--- config.mk ---
export PLATFORM = sky130hd
export DESIGN_NAME = tile_row_gen_flat
export DESIGN_NICKNAME = d
export VERILOG_FILES = /design/src/rtl/tile_pkg.sv /design/src/rtl/tile_row_gen_if.sv /design/src/rtl/tile_hit_judge.sv /design/src/rtl/tile_row_gen.sv /design/src/flat_wrapper.sv
export SDC_FILE = /design/constraint.sdc
export NUM_CORES = 1
export LEC_CHECK = 0
export CAP_MARGIN = 20
export CORE_AREA = 3 3 90 92
export CTS_BUF_LIST = sky130_fd_sc_hd__clkbuf_2 sky130_fd_sc_hd__clkbuf_4 sky130_fd_sc_hd__clkbuf_8
export DETAILED_ROUTE_END_ITERATION = 10
export DIE_AREA = 0 0 93 95
export DONT_BUFFER_PORTS = 1
export GPL_TIMING_DRIVEN = 0
export SYNTH_ARGS = -nofsm -noshare
export SYNTH_HDL_FRONTEND = slang
export SYNTH_HIERARCHICAL = 1
export SYNTH_SLANG_ARGS = --single-unit
export TNS_END_PERCENT = 50
--- constraint.sdc ---
create_clock -name clk -period 3.4 [get_ports clk]
set_clock_uncertainty 0.2 [all_clocks]
set_input_delay 0.85 -clock clk [delete_from_list [all_inputs] [get_ports clk]]
set_output_delay 0.85 -clock clk [all_outputs]
set_load 0.005 [all_outputs]
--- src/rtl/tile_pkg.sv ---
// Shared types and lane helpers for the Piano Tiles playfield generator.
package tile_pkg;

  localparam int NUM_LANES = 4;

  typedef enum logic [1:0] {
    ST_IDLE = 2'b00,
    ST_RUN  = 2'b01,
    ST_OVER = 2'b10
  } game_state_e;

  typedef logic [1:0] lane_t;

  function automatic logic [NUM_LANES-1:0] lane_to_onehot(input lane_t lane);
    return NUM_LANES'(1) << lane;
  endfunction

  // Avoid repeating the previous lane so consecutive tiles never stack.
  function automatic lane_t pick_lane(input lane_t cand, input lane_t prev);
    return (cand == prev) ? lane_t'(cand + 2'd1) : cand;
  endfunction

  function automatic lane_t onehot_to_lane(input logic [NUM_LANES-1:0] onehot);
    lane_t lane;
    lane = '0;
    for (int i = 0; i < NUM_LANES; i++) begin
      if (onehot[i]) lane = lane_t'(i);
    end
    return lane;
  endfunction

endpackage

--- src/rtl/tile_row_gen_if.sv ---
// Game-control and playfield bus between the key decoder/renderer and tile_row_gen.
interface tile_row_gen_if #(
  parameter int ROWS    = 8,
  parameter int SCORE_W = 10
);
  logic [4:0]          rnd_in;
  logic                start;
  logic                scroll_tick;
  logic                key_valid;
  logic [1:0]          key_lane;
  logic [4*ROWS-1:0]   rows_out;
  logic [SCORE_W-1:0]  score;
  logic [1:0]          state;
  logic                hit_pulse;
  logic                miss_pulse;

  modport master (
    output rnd_in, start, scroll_tick, key_valid, key_lane,
    input  rows_out, score, state, hit_pulse, miss_pulse
  );

  modport slave (
    input  rnd_in, start, scroll_tick, key_valid, key_lane,
    output rows_out, score, state, hit_pulse, miss_pulse
  );
endinterface

--- src/rtl/tile_hit_judge.sv ---
// Combinational priority search for the lowest occupied, not-yet-hit row.
module tile_hit_judge
  import tile_pkg::*;
#(
  parameter int ROWS  = 8,
  parameter int IDX_W = $clog2(ROWS)
) (
  input  logic [ROWS-1:0][NUM_LANES-1:0] lanes,
  input  logic [ROWS-1:0]                hits,
  output logic [IDX_W-1:0]               tgt_idx,
  output logic                           tgt_valid,
  output lane_t                          tgt_lane
);

  // NOTE: every output gets a default before the search; a missing default
  // on any path would infer a latch.
  always_comb begin
    tgt_valid = 1'b0;
    tgt_idx   = '0;
    tgt_lane  = '0;
    // Walk downward so the last match written is the lowest index.
    for (int i = ROWS - 1; i >= 0; i--) begin
      if (lanes[i] != '0 && !hits[i]) begin
        tgt_valid = 1'b1;
        tgt_idx   = IDX_W'(i);
        tgt_lane  = onehot_to_lane(lanes[i]);
      end
    end
  end

endmodule

--- src/rtl/tile_row_gen.sv ---
// Scrolling playfield, key judging, score and IDLE/RUN/OVER game state.
module tile_row_gen
  import tile_pkg::*;
#(
  parameter int ROWS    = 8,
  parameter int SCORE_W = 10
) (
  input logic              clk,
  input logic              rst,
  tile_row_gen_if.slave    bus
);

  localparam int IDX_W = $clog2(ROWS);

  game_state_e                     state_q, state_d;
  logic [ROWS-1:0][NUM_LANES-1:0]  lanes_q, lanes_d;
  logic [ROWS-1:0]                 hits_q, hits_d;
  logic [SCORE_W-1:0]              score_q, score_d;
  lane_t                           prev_q, prev_d;
  logic                            hit_q, hit_d;
  logic                            miss_q, miss_d;

  logic [IDX_W-1:0]                tgt_idx;
  logic                            tgt_valid;
  lane_t                           tgt_lane;
  logic [ROWS-1:0]                 hits_k;
  logic                            ended;
  lane_t                           spawn_lane;
  logic                            unused_rnd;

  // Only the low two bits pick a lane; the rest of the LFSR word is unused.
  assign unused_rnd = ^bus.rnd_in[4:2];
  assign spawn_lane = pick_lane(lane_t'(bus.rnd_in[1:0]), prev_q);

  tile_hit_judge #(.ROWS(ROWS), .IDX_W(IDX_W)) u_judge (
    .lanes     (lanes_q),
    .hits      (hits_q),
    .tgt_idx   (tgt_idx),
    .tgt_valid (tgt_valid),
    .tgt_lane  (tgt_lane)
  );

  always_comb begin
    state_d = state_q;
    lanes_d = lanes_q;
    hits_d  = hits_q;
    score_d = score_q;
    prev_d  = prev_q;
    hit_d   = 1'b0;
    miss_d  = 1'b0;
    hits_k  = hits_q;
    ended   = 1'b0;

    unique case (state_q)
      ST_IDLE, ST_OVER: begin
        if (bus.start) begin
          state_d = ST_RUN;
          lanes_d = '0;
          hits_d  = '0;
          score_d = '0;
          prev_d  = '0;
        end
      end
      ST_RUN: begin
        if (bus.start) begin
          lanes_d = '0;
          hits_d  = '0;
          score_d = '0;
          prev_d  = '0;
        end else begin
          // Key judging sees the pre-shift rows; scrolling sees the post-key hits.
          if (bus.key_valid && tgt_valid) begin
            if (bus.key_lane == tgt_lane) begin
              hits_k[tgt_idx] = 1'b1;
              hit_d           = 1'b1;
              if (score_q != '1) score_d = score_q + 1'b1;
            end else begin
              ended = 1'b1;
            end
          end
          hits_d = hits_k;

          if (!ended && bus.scroll_tick) begin
            if (lanes_q[0] != '0 && !hits_k[0]) begin
              ended = 1'b1;
            end else begin
              for (int i = 0; i < ROWS - 1; i++) begin
                lanes_d[i] = lanes_q[i+1];
                hits_d[i]  = hits_k[i+1];
              end
              lanes_d[ROWS-1] = lane_to_onehot(spawn_lane);
              hits_d[ROWS-1]  = 1'b0;
              prev_d          = spawn_lane;
            end
          end

          if (ended) begin
            state_d = ST_OVER;
            miss_d  = 1'b1;
          end
        end
      end
      default: state_d = ST_IDLE;
    endcase
  end

  // NOTE: sequential state uses non-blocking assignments so every register
  // samples the pre-edge values, independent of statement order.
  // NOTE: the row array is a handful of flops, not a RAM, so it is reset
  // along with everything else.
  always_ff @(posedge clk) begin
    if (rst) begin
      state_q <= ST_IDLE;
      lanes_q <= '0;
      hits_q  <= '0;
      score_q <= '0;
      prev_q  <= '0;
      hit_q   <= 1'b0;
      miss_q  <= 1'b0;
    end else begin
      state_q <= state_d;
      lanes_q <= lanes_d;
      hits_q  <= hits_d;
      score_q <= score_d;
      prev_q  <= prev_d;
      hit_q   <= hit_d;
      miss_q  <= miss_d;
    end
  end

  always_comb begin
    for (int i = 0; i < ROWS; i++) begin
      bus.rows_out[4*i +: 4] = hits_q[i] ? 4'b0000 : lanes_q[i];
    end
  end

  assign bus.score      = score_q;
  assign bus.state      = state_q;
  assign bus.hit_pulse  = hit_q;
  assign bus.miss_pulse = miss_q;

endmodule

--- src/flat_wrapper.sv ---
// flat-port wrapper written by rule: the top's interface ports become plain ports
module tile_row_gen_flat import tile_pkg::*;
#(
  parameter int ROWS    = 8,
  parameter int SCORE_W = 10
)
  (clk, rst, bus_rnd_in, bus_start, bus_scroll_tick, bus_key_valid, bus_key_lane, bus_rows_out, bus_score, bus_state, bus_hit_pulse, bus_miss_pulse);
  tile_row_gen_if #(.ROWS(ROWS), .SCORE_W(SCORE_W)) bus_i ();
  input logic clk;
  input logic rst;
  input wire logic [$bits(bus_i.rnd_in)-1:0] bus_rnd_in;
  input wire logic [$bits(bus_i.start)-1:0] bus_start;
  input wire logic [$bits(bus_i.scroll_tick)-1:0] bus_scroll_tick;
  input wire logic [$bits(bus_i.key_valid)-1:0] bus_key_valid;
  input wire logic [$bits(bus_i.key_lane)-1:0] bus_key_lane;
  output wire logic [$bits(bus_i.rows_out)-1:0] bus_rows_out;
  output wire logic [$bits(bus_i.score)-1:0] bus_score;
  output wire logic [$bits(bus_i.state)-1:0] bus_state;
  output wire logic [$bits(bus_i.hit_pulse)-1:0] bus_hit_pulse;
  output wire logic [$bits(bus_i.miss_pulse)-1:0] bus_miss_pulse;
  assign bus_i.rnd_in = bus_rnd_in;
  assign bus_i.start = bus_start;
  assign bus_i.scroll_tick = bus_scroll_tick;
  assign bus_i.key_valid = bus_key_valid;
  assign bus_i.key_lane = bus_key_lane;
  assign bus_rows_out = bus_i.rows_out;
  assign bus_score = bus_i.score;
  assign bus_state = bus_i.state;
  assign bus_hit_pulse = bus_i.hit_pulse;
  assign bus_miss_pulse = bus_i.miss_pulse;
  tile_row_gen #(.ROWS(ROWS), .SCORE_W(SCORE_W)) u_core (.clk(clk), .rst(rst), .bus(bus_i));
endmodule
==> reports/summary.txt, run 1 <==
Status -> complete, no violations
Max Cap Violations -> 0
Die footprint -> 0.00884 sq mm
Port Buf Inserts -> 0
Synth Flop Type -> dfxtp_1
Fraction of layout cells with a size suffix above 1 -> 0.130
Static leakage -> 1.22 nW
Yosys top cell area share -> 0.382
Pre-antenna DRT Iters -> 4
Clock slew at reported path FFs -> 100 ps
Cell Area, Synth -> 0.00293 sq mm
Final nets -> 351
GPL Wtd Cong -> 0.845
Die width -> 93 um
Antenna violations before repair -> 0
Ranking of synthesized cells by area -> dfxtp_1, a22o_1, nor2b_1, nor2_1, a21oi_1
Critical Path AT -> 3320 ps
Total CTS buffers -> 5
Vias in the first global route -> 2301
Clk_lat worst skew -> 320 ps
Power, Total -> 1.20 mW
Post-synth top cells -> dfxtp_1, nor2b_1, nor2_1
Core area -> 0.00729 sq mm
PwrDens -> 367 mW/mm^2
Area leader, netlist -> dfxtp_1
Mapped Cells -> 329
DRC viols -> 0
RR Endpoint -> u_core/lanes_q[26]$_SDFFE_PP0P_
Critical path startpoint category -> flop
Global-route wire length before repair -> 11.9 mm
Clock sinks -> 56
Min-Delay Endpoint -> u_core/prev_q[0]$_SDFFE_PP0P_
# rows -> 31
Peak supply drop -> 0.174 mV
Initial core utilization -> 0.402
Crit path from -> u_core/lanes_q[24]$_SDFFE_PP0P_
Final instance area -> 0.00327 sq mm
GRT Util Overall -> 0.168
Hold Path Depth -> 1
Fin. Hold Viols -> 0
Async SR Flop Fraction -> 0
Final Max Slew Viols -> 0
Yosys warning count -> 6
H-tree levels -> 2
Total number of vias -> 2546
Reg2Reg Launch Point -> u_core/lanes_q[24]$_SDFFE_PP0P_
DIE HEIGHT -> 95 um
DP Area -> 0.00306 sq mm
Fin crit period -> 3310 ps
HP Start -> u_core/prev_q[0]$_SDFFE_PP0P_
Post-route ant nets -> 0
DR WL/cell -> 16.8 um
EDFF count, synth -> 0
Largest net degree at the start of global routing -> 19
Total Routed Length -> 7.37 mm
Critical Path Sink Type -> flop
CTS tree -> done
WP data required -> 3420 ps
WS Path Type -> reg2reg
Hold crit path type -> reg2reg
Initial DRC count -> 169
Clock Path Buffers -> 2
Syn_area_per_cell -> 8.92 sq um
Via density -> 5.81
DP Cell Count -> 428
Syn Nets -> 342
Max Fanout on Critical Path -> 10
Io pins -> 58
Dpl hpwl -> 5.31 mm
CTS Hold Bufs -> 0
Root buffer cell -> clkbuf_8
R2R setup slack -> 90 ps
N_diodes -> 0
GR Overflow Total -> 0
Max Clk Rate -> 0.302 GHz
Total negative setup slack -> 0 ps
Crit share post-route -> 0.973
R2R depth -> 14
Final setup vio count -> 0
Synth unique cells -> 59
Register area share after synthesis -> 0.382
Area delta synth->final -> 11.4%
Worst Max-Slew Pin Slew -> 880 ps
Most numerous cell in the Yosys netlist -> dfxtp_1
Register bit count reported by yosys -> 56
Worst slew margin -> 0.409
Fin cells -> 438
## cell usage in the layout (no fill, tap or decap), types with 3 or more instances in the layout
master / n
nor2b_1: 35
clkbuf_8: 5
a22o_1: 31
o31ai_1: 5
nand4b_1: 3
inv_1: 16
nor4_1: 8
a21o_1: 4
nand3_1: 4
buf_4: 3
nand2b_1: 4
buf_6: 6
a21oi_1: 21
nor2_1: 31
xnor2_1: 3
a31oi_1: 3
o32a_1: 3
nor4_2: 3
o22ai_1: 3
nand2_1: 11
dfxtp_1: 55
o21ai_0: 6
and3_1: 6
a221o_1: 6
nor3_1: 7
or4_1: 4
## registers in the layout (all words and copies together) (netlist names)
register and flops:
u_core/bus.hit_pulse 1, u_core/bus.miss_pulse 1, u_core/bus.score 10, u_core/bus.state 2, u_core/hits_q 8, u_core/lanes_q 32, u_core/prev_q 2
## through the flow
stage / util / hold slack, ps / setup WS, ps
2_1_floorplan: - / 249 / 417
3_3_place_gp: 0.419 / 264 / -41.7
3_5_place_dp: 0.419 / 270 / -62.6
4_1_cts: 0.436 / 295 / 2.69
5_1_grt: 0.448 / 334 / -106
6_report: 0.448 / 297 / 92.5
## report_power, final
group,internal (mW),leakage [nW],switching (mW)
clock network,0.222,0.0583,0.238
registers,0.658,0.452,0.00401
logic,0.0265,0.713,0.0498
## logic make-up after synthesis
group	synth area share
xor+xnor	0.0205
fa+ha+maj	0.00426
flops	0.382
buf+inv	0.0503
compound gates	0.276
simple gates	0.267
## what timing repair did
| item | CTS | global route |
|---|---|---|
| pin swaps | 0 | 6 |
| resized for setup | 1 | 14 |
| endpoints found under the setup margin | 35 | 47 |
| buffers inserted | 0 | 2 |
## cell type report
class / instances / area [sq um]
multi-input cells: 246 / 1740
clock buffers: 5 / 68.8
repair buffers: 2 / 15.0
fillers: 756 / 4020
well taps: 99 / 124
inverters: 17 / 63.8
flip-flops and latches: 56 / 1120
clock inverters: 3 / 47.5
plain buffers: 10 / 87.6
## critical path, stage by stage (launching register included)
cell and delay (ps):
dfxtp_1 370, nor4_4 340, nor2_2 80, nor4_2 190
nor4_2 90, a2111oi_2 410, o31a_1 190, buf_4 150
xnor2_1 100, and4_4 210, o211ai_4 280, nor2_4 80
buf_6 150, buf_6 140, a22o_1 220
## worst max-delay path by stage
stage | endpoint | slack, ps | cells after the start
floorplan | u_core/lanes_q[26]$_SDFFE_PP0P_ | 420 | 13
global placement | u_core/lanes_q[26]$_SDFFE_PP0P_ | -40 | 13
detailed placement | u_core/lanes_q[21]$_SDFFE_PP0P_ | -60 | 13
CTS | u_core/lanes_q[22]$_SDFFE_PP0P_ | 3 | 13
global route | u_core/lanes_q[22]$_SDFFE_PP0P_ | -110 | 14
finish | u_core/lanes_q[26]$_SDFFE_PP0P_ | 90 | 14
## per-layer routing
metal | routed length (um) | part of all wire | global-route usage
met5 | 0 | 0 | 0
met4 | 97 | 0.013 | 0.0440
met3 | 423 | 0.057 | 0.0478
met2 | 3390 | 0.46 | 0.269
met1 | 3460 | 0.47 | 0.222
No activity file was read; power rests on OpenSTA's default activity.
==> run 2, diff against run 1 <==
--- a/config.mk
+++ b/config.mk
@@ -6,12 +6,15 @@
 export NUM_CORES = 1
 export LEC_CHECK = 0
 export CAP_MARGIN = 20
+export CELL_PAD_IN_SITES_DETAIL_PLACEMENT = 0
+export CELL_PAD_IN_SITES_GLOBAL_PLACEMENT = 1
 export CORE_AREA = 3 3 90 92
 export CTS_BUF_LIST = sky130_fd_sc_hd__clkbuf_2 sky130_fd_sc_hd__clkbuf_4 sky130_fd_sc_hd__clkbuf_8
 export DETAILED_ROUTE_END_ITERATION = 10
 export DIE_AREA = 0 0 93 95
 export DONT_BUFFER_PORTS = 1
 export GPL_TIMING_DRIVEN = 0
+export PLACE_DENSITY_LB_ADDON = 0.1
 export SYNTH_ARGS = -nofsm -noshare
 export SYNTH_HDL_FRONTEND = slang
 export SYNTH_HIERARCHICAL = 1
==> run 2 against run 1 <==
  * Clock-buffer cell count grew 1
  * Global-route usage grew 0.73 points
  * Sequential share of layout area shrank 0.068 points
  * Via count shrank 3.7%
  * Total power grew 0.60%
  * Non-clock buffer count grew 1
  * Sequential cell count is the same
  * Maximum frequency is essentially flat
  * Largest cell class unchanged
==> reports/summary.txt, run 2 (synthesized netlist as in run 1, its figures left out) <==
Largest net degree at the start of global routing -> 18
GR Overflow Total -> 0
DR WL/cell -> 17.0 um
DP Cell Count -> 428
Critical Path AT -> 3320 ps
PwrDens -> 367 mW/mm^2
Global-route wire length before repair -> 12.3 mm
Fraction of layout cells with a size suffix above 1 -> 0.135
Total CTS buffers -> 5
Critical path startpoint category -> flop
Worst Max-Slew Pin Slew -> 974 ps
Dpl hpwl -> 5.55 mm
GRT Util Overall -> 0.175
Via density -> 5.58
Fin crit period -> 3310 ps
NetSw -> 0.279 mW
Hold slack -> 302 ps
Final nets -> 352
Clk_lat worst skew -> 320 ps
Fin cells -> 439
DIE HEIGHT -> 95 um
DRC viols -> 0
Worst slew margin -> 0.346
Max Fanout on Critical Path -> 10
Initial DRC count -> 101
Crit share post-route -> 0.973
Peak supply drop -> 0.170 mV
Pre-antenna DRT Iters -> 4
H-tree levels -> 2
Clock slew at reported path FFs -> 110 ps
GPL Wtd Cong -> 0.806
# rows -> 31
Hold crit path type -> reg2reg
Area delta synth->final -> 11.9%
Die width -> 93 um
Clock sinks -> 56
Sw Ratio -> 0.232
Clock Path Buffers -> 2
Final setup vio count -> 0
PnR worst setup slack -> 93.5 ps
Max FFs per register -> 32
Seq pwr share -> 0.549
Critical Path Sink Type -> flop
Die footprint -> 0.00884 sq mm
Most frequent cells in the layout -> dfxtp_1, nor2b_1, nor2_1, a22o_1, a21oi_1
N_diodes -> 0
Total number of vias -> 2451
Final Max Slew Viols -> 0
WS Path Type -> reg2reg
Io pins -> 58
Max Clk Rate -> 0.302 GHz
Fillers -> 747
CTS tree -> done
Total Routed Length -> 7.45 mm
Static leakage -> 1.24 nW
Port Buf Inserts -> 0
Post-route ant nets -> 0
Internal power -> 0.927 mW
RSZ-0062 raised after global routing -> true
Core area -> 0.00729 sq mm
Antenna violations before repair -> 0
Clk pwr share -> 0.387
Pre-CTS WS -> -182 ps
Fin. Hold Viols -> 0
Commonest non-fill, non-tap cell in the layout -> dfxtp_1
Top reg by flops -> u_core/lanes_q
Root buffer cell -> clkbuf_8
Vias in the first global route -> 2362
WP data required -> 3420 ps
Initial core utilization -> 0.402
Max Cap Violations -> 0
Gate power share -> 0.064
Status -> complete, no violations
-- run 2: final timing paths --
check | cells after the start | slack, ps | to | start
worst max register to register | 13 | 90 | u_core/lanes_q[22]$_SDFFE_PP0P_ | u_core/lanes_q[24]$_SDFFE_PP0P_
worst min-delay path | 1 | 300 | u_core/prev_q[0]$_SDFFE_PP0P_ | u_core/prev_q[0]$_SDFFE_PP0P_
worst max-delay path | 13 | 90 | u_core/lanes_q[22]$_SDFFE_PP0P_ | u_core/lanes_q[24]$_SDFFE_PP0P_
worst min register to register | 1 | 300 | u_core/prev_q[0]$_SDFFE_PP0P_ | u_core/prev_q[0]$_SDFFE_PP0P_
-- run 2: through the flow --
step | area (sq um) | setup TNS (ps) | total power, mW | utilization
final | 3280 | 0 | 1.21 | 0.450
after global routing | 3280 | -196 | 1.25 | 0.450
after CTS | 3200 | 0 | 1.22 | 0.439
after detailed placement | 3060 | -5200 | 0.750 | 0.419
after global placement | 3060 | -3250 | 0.749 | 0.419
after floorplan | 2930 | 0 | 0.731 | -
-- run 2: timing repair --
item,in CTS,in global routing
setup endpoints to repair,40,44
buffers inserted,0,3
hold buffers,0,0
pin swaps,0,10
resized for setup,4,12
-- run 2: layout make-up --
type / count / area, sq um / share of cell area
plain buffers: 10 / 87.6 / 0.0267
clock buffers: 6 / 82.6 / 0.0252
clock inverters: 2 / 38.8 / 0.0118
inverters: 17 / 63.8 / 0.0194
multi-input cells: 246 / 1740 / 0.530
flip-flops and latches: 56 / 1120 / 0.343
well taps: 99 / 124 / 0.0377
repair buffers: 3 / 22.5 / 0.00686
-- run 2: per-layer routing --
layer / vias up / track usage / share of wire
met2: 42 / 0.298 / 0.49
met1: 1149 / 0.223 / 0.46
li1: 1255 / - / -
met3: 5 / 0.0398 / 0.044
met4: 0 / 0.0488 / 0.011
met5: - / 0 / 0
-- run 2: power groups by stage --
stage	combinational [mW]	clock (mW)	sequential, mW
2_1_floorplan	0.0550	0	0.676
3_3_place_gp	0.0725	0	0.677
3_5_place_dp	0.0728	0	0.677
4_1_cts	0.0739	0.485	0.662
5_1_grt	0.0857	0.506	0.663
6_report	0.0774	0.467	0.662
-- run 2: worst max-delay path: stages, from the launching register on --
cell       delay, ps
dfxtp_2          360
nor4_4           320
nor2_2            80
nor4_2           210
nor4_2           100
a2111oi_2        350
o31a_1           360
xnor2_1          130
and4_4           220
o211ai_4         270
nor2_4            80
buf_6            150
buf_6            140
a22o_1           230
==> run 3, diff against run 2 <==
--- a/config.mk
+++ b/config.mk
@@ -8,10 +8,10 @@
 export CAP_MARGIN = 20
 export CELL_PAD_IN_SITES_DETAIL_PLACEMENT = 0
 export CELL_PAD_IN_SITES_GLOBAL_PLACEMENT = 1
-export CORE_AREA = 3 3 90 92
+export CORE_AREA = 3 3 85 87
 export CTS_BUF_LIST = sky130_fd_sc_hd__clkbuf_2 sky130_fd_sc_hd__clkbuf_4 sky130_fd_sc_hd__clkbuf_8
 export DETAILED_ROUTE_END_ITERATION = 10
-export DIE_AREA = 0 0 93 95
+export DIE_AREA = 0 0 88 90
 export DONT_BUFFER_PORTS = 1
 export GPL_TIMING_DRIVEN = 0
 export PLACE_DENSITY_LB_ADDON = 0.1
==> run 3 against run 2 <==
  * Sequential cell count is the same
  * Critical endpoint is now u_core/lanes_q[2]$_SDFFE_PP0P_
  * Critical path depth grew 1
  * Total power down 2.0%
  * Routed wire length is 1.1% lower
  * Clock power shrank 5.4%
  * Maximum frequency rose by 2.4%
==> reports/summary.txt, run 3 (synthesized netlist as in run 1, its figures left out) <==
Port Buf Inserts -> 0
Top reg by flops -> u_core/lanes_q
WS Path Type -> reg2reg
CTS tree -> done
RSZ-0062 raised after global routing -> false
Dpl hpwl -> 5.39 mm
Core area -> 0.00642 sq mm
DP Cell Count -> 406
Total negative setup slack -> 0 ps
Max Cap Violations -> 0
N_diodes -> 0
H-tree levels -> 2
Fraction of layout cells with a size suffix above 1 -> 0.138
Status -> complete, no violations
Total number of vias -> 2534
Gate power share -> 0.065
Worst slew margin -> 0.353
Clock slew at reported path FFs -> 100 ps
Seq pwr share -> 0.560
Most frequent cells in the layout -> dfxtp_1, nor2b_1, nor2_1, a22o_1, a21oi_1
Commonest non-fill, non-tap cell in the layout -> dfxtp_1
DR WL/cell -> 17.7 um
Final setup vio count -> 0
Die footprint -> 0.00792 sq mm
Max Fanout on Critical Path -> 10
Hold Path Depth -> 1
Post-layout util -> 0.507
Fin crit period -> 3230 ps
Final Max Slew Viols -> 0
PnR worst setup slack -> 173 ps
Max Clk Rate -> 0.310 GHz
GPL Wtd Cong -> 0.848
DP Area -> 0.00303 sq mm
Initial core utilization -> 0.457
Reg2Reg Launch Point -> u_core/lanes_q[24]$_SDFFE_PP0P_
PwrDens -> 363 mW/mm^2
Peak supply drop -> 0.141 mV
Final instance area -> 0.00326 sq mm
Internal power -> 0.904 mW
RR Endpoint -> u_core/lanes_q[2]$_SDFFE_PP0P_
HP Start -> u_core/prev_q[0]$_SDFFE_PP0P_
R2R depth -> 14
Fin. Hold Viols -> 0
Vias in the first global route -> 2440
Antenna violations before repair -> 0
Power, Total -> 1.18 mW
GRT Util Overall -> 0.184
CTS Hold Bufs -> 0
Critical Path Sink Type -> flop
Pre-CTS WS -> -158 ps
Hold slack -> 298 ps
Max FFs per register -> 32
Fin cells -> 417
Hold crit path type -> reg2reg
Io pins -> 58
DRC viols -> 0
Clock Path Buffers -> 2
Root buffer cell -> clkbuf_8
R2R setup slack -> 170 ps
Critical Path AT -> 3230 ps
WP data required -> 3400 ps
Critical path startpoint category -> flop
Clk pwr share -> 0.374
DIE HEIGHT -> 90 um
Final nets -> 352
Largest net degree at the start of global routing -> 18
Sw Ratio -> 0.235
Die width -> 88 um
Total CTS buffers -> 5
Worst Max-Slew Pin Slew -> 963 ps
Initial DRC count -> 83
Min-Delay Endpoint -> u_core/prev_q[0]$_SDFFE_PP0P_
Global-route wire length before repair -> 12.0 mm
NetSw -> 0.277 mW
# rows -> 29
Via density -> 6.08
GR Overflow Total -> 0
Area delta synth->final -> 11.0%
Static leakage -> 1.23 nW
Clock sinks -> 56
Clk_lat worst skew -> 310 ps
Pre-antenna DRT Iters -> 4
Post-route ant nets -> 0
Crit share post-route -> 0.949
Total Routed Length -> 7.36 mm
## run 3: timing repair
| item | in CTS | in global routing |
|---|---|---|
| resized for setup | 4 | 12 |
| cloned | 0 | 0 |
| setup endpoints to repair | 40 | 45 |
| setup buffers | 0 | 3 |
| pin swaps | 0 | 8 |
## run 3: worst max-delay path, stage by stage (launching register included)
cell and delay [ps]:
dfxtp_2 360, nor4_4 320, nor2_2 80, nor4_2 210
nor4_2 100, a2111oi_2 350, o31a_1 190, buf_4 150
xnor2_2 90, and4_4 210, o211ai_4 250, nor2_2 90
buf_6 150, buf_6 140, a22o_1 230
## run 3: metal layers
layer / up-vias / part of all wire / global-route usage
met1: 1229 / 0.47 / 0.243
met4: 0 / 0.0077 / 0.0422
met2: 46 / 0.48 / 0.303
li1: 1254 / - / -
met3: 5 / 0.041 / 0.0420
met5: - / 0 / 0
## run 3: final cells by class
type	instances	area (sq um)
Sequential cell	56	1120
Buffer	10	83.8
Clock buffer	5	68.8
Timing Repair Buffer	3	22.5
Multi-Input combinational cell	246	1750
Inverter	17	63.8
Fill cell	633	3170
Clock inverter	3	42.5
Tap cell	77	96.3
## run 3: power by group through the flow
stage               clock [mW]  combinational (mW)  sequential (mW)
floorplan                    0              0.0550            0.676
global placement             0              0.0716            0.677
detailed placement           0              0.0719            0.677
global route             0.478              0.0843            0.663
finish                   0.442              0.0773            0.662
CTS                      0.452              0.0730            0.662
## run 3: worst max-delay path by stage
stage | to | slack, ps | from | cells after the start
final | u_core/lanes_q[2]$_SDFFE_PP0P_ | 170 | u_core/lanes_q[24]$_SDFFE_PP0P_ | 14
after global routing | u_core/bus.score[7]$_SDFFE_PP0P_ | 1 | u_core/lanes_q[24]$_SDFFE_PP0P_ | 12
after CTS | u_core/lanes_q[30]$_SDFFE_PP0P_ | 30 | u_core/lanes_q[14]$_SDFFE_PP0P_ | 11
after detailed placement | u_core/lanes_q[25]$_SDFFE_PP0P_ | -160 | u_core/lanes_q[27]$_SDFFE_PP0P_ | 13
after global placement | u_core/lanes_q[2]$_SDFFE_PP0P_ | -100 | u_core/lanes_q[27]$_SDFFE_PP0P_ | 13
after floorplan | u_core/lanes_q[26]$_SDFFE_PP0P_ | 420 | u_core/lanes_q[27]$_SDFFE_PP0P_ | 13
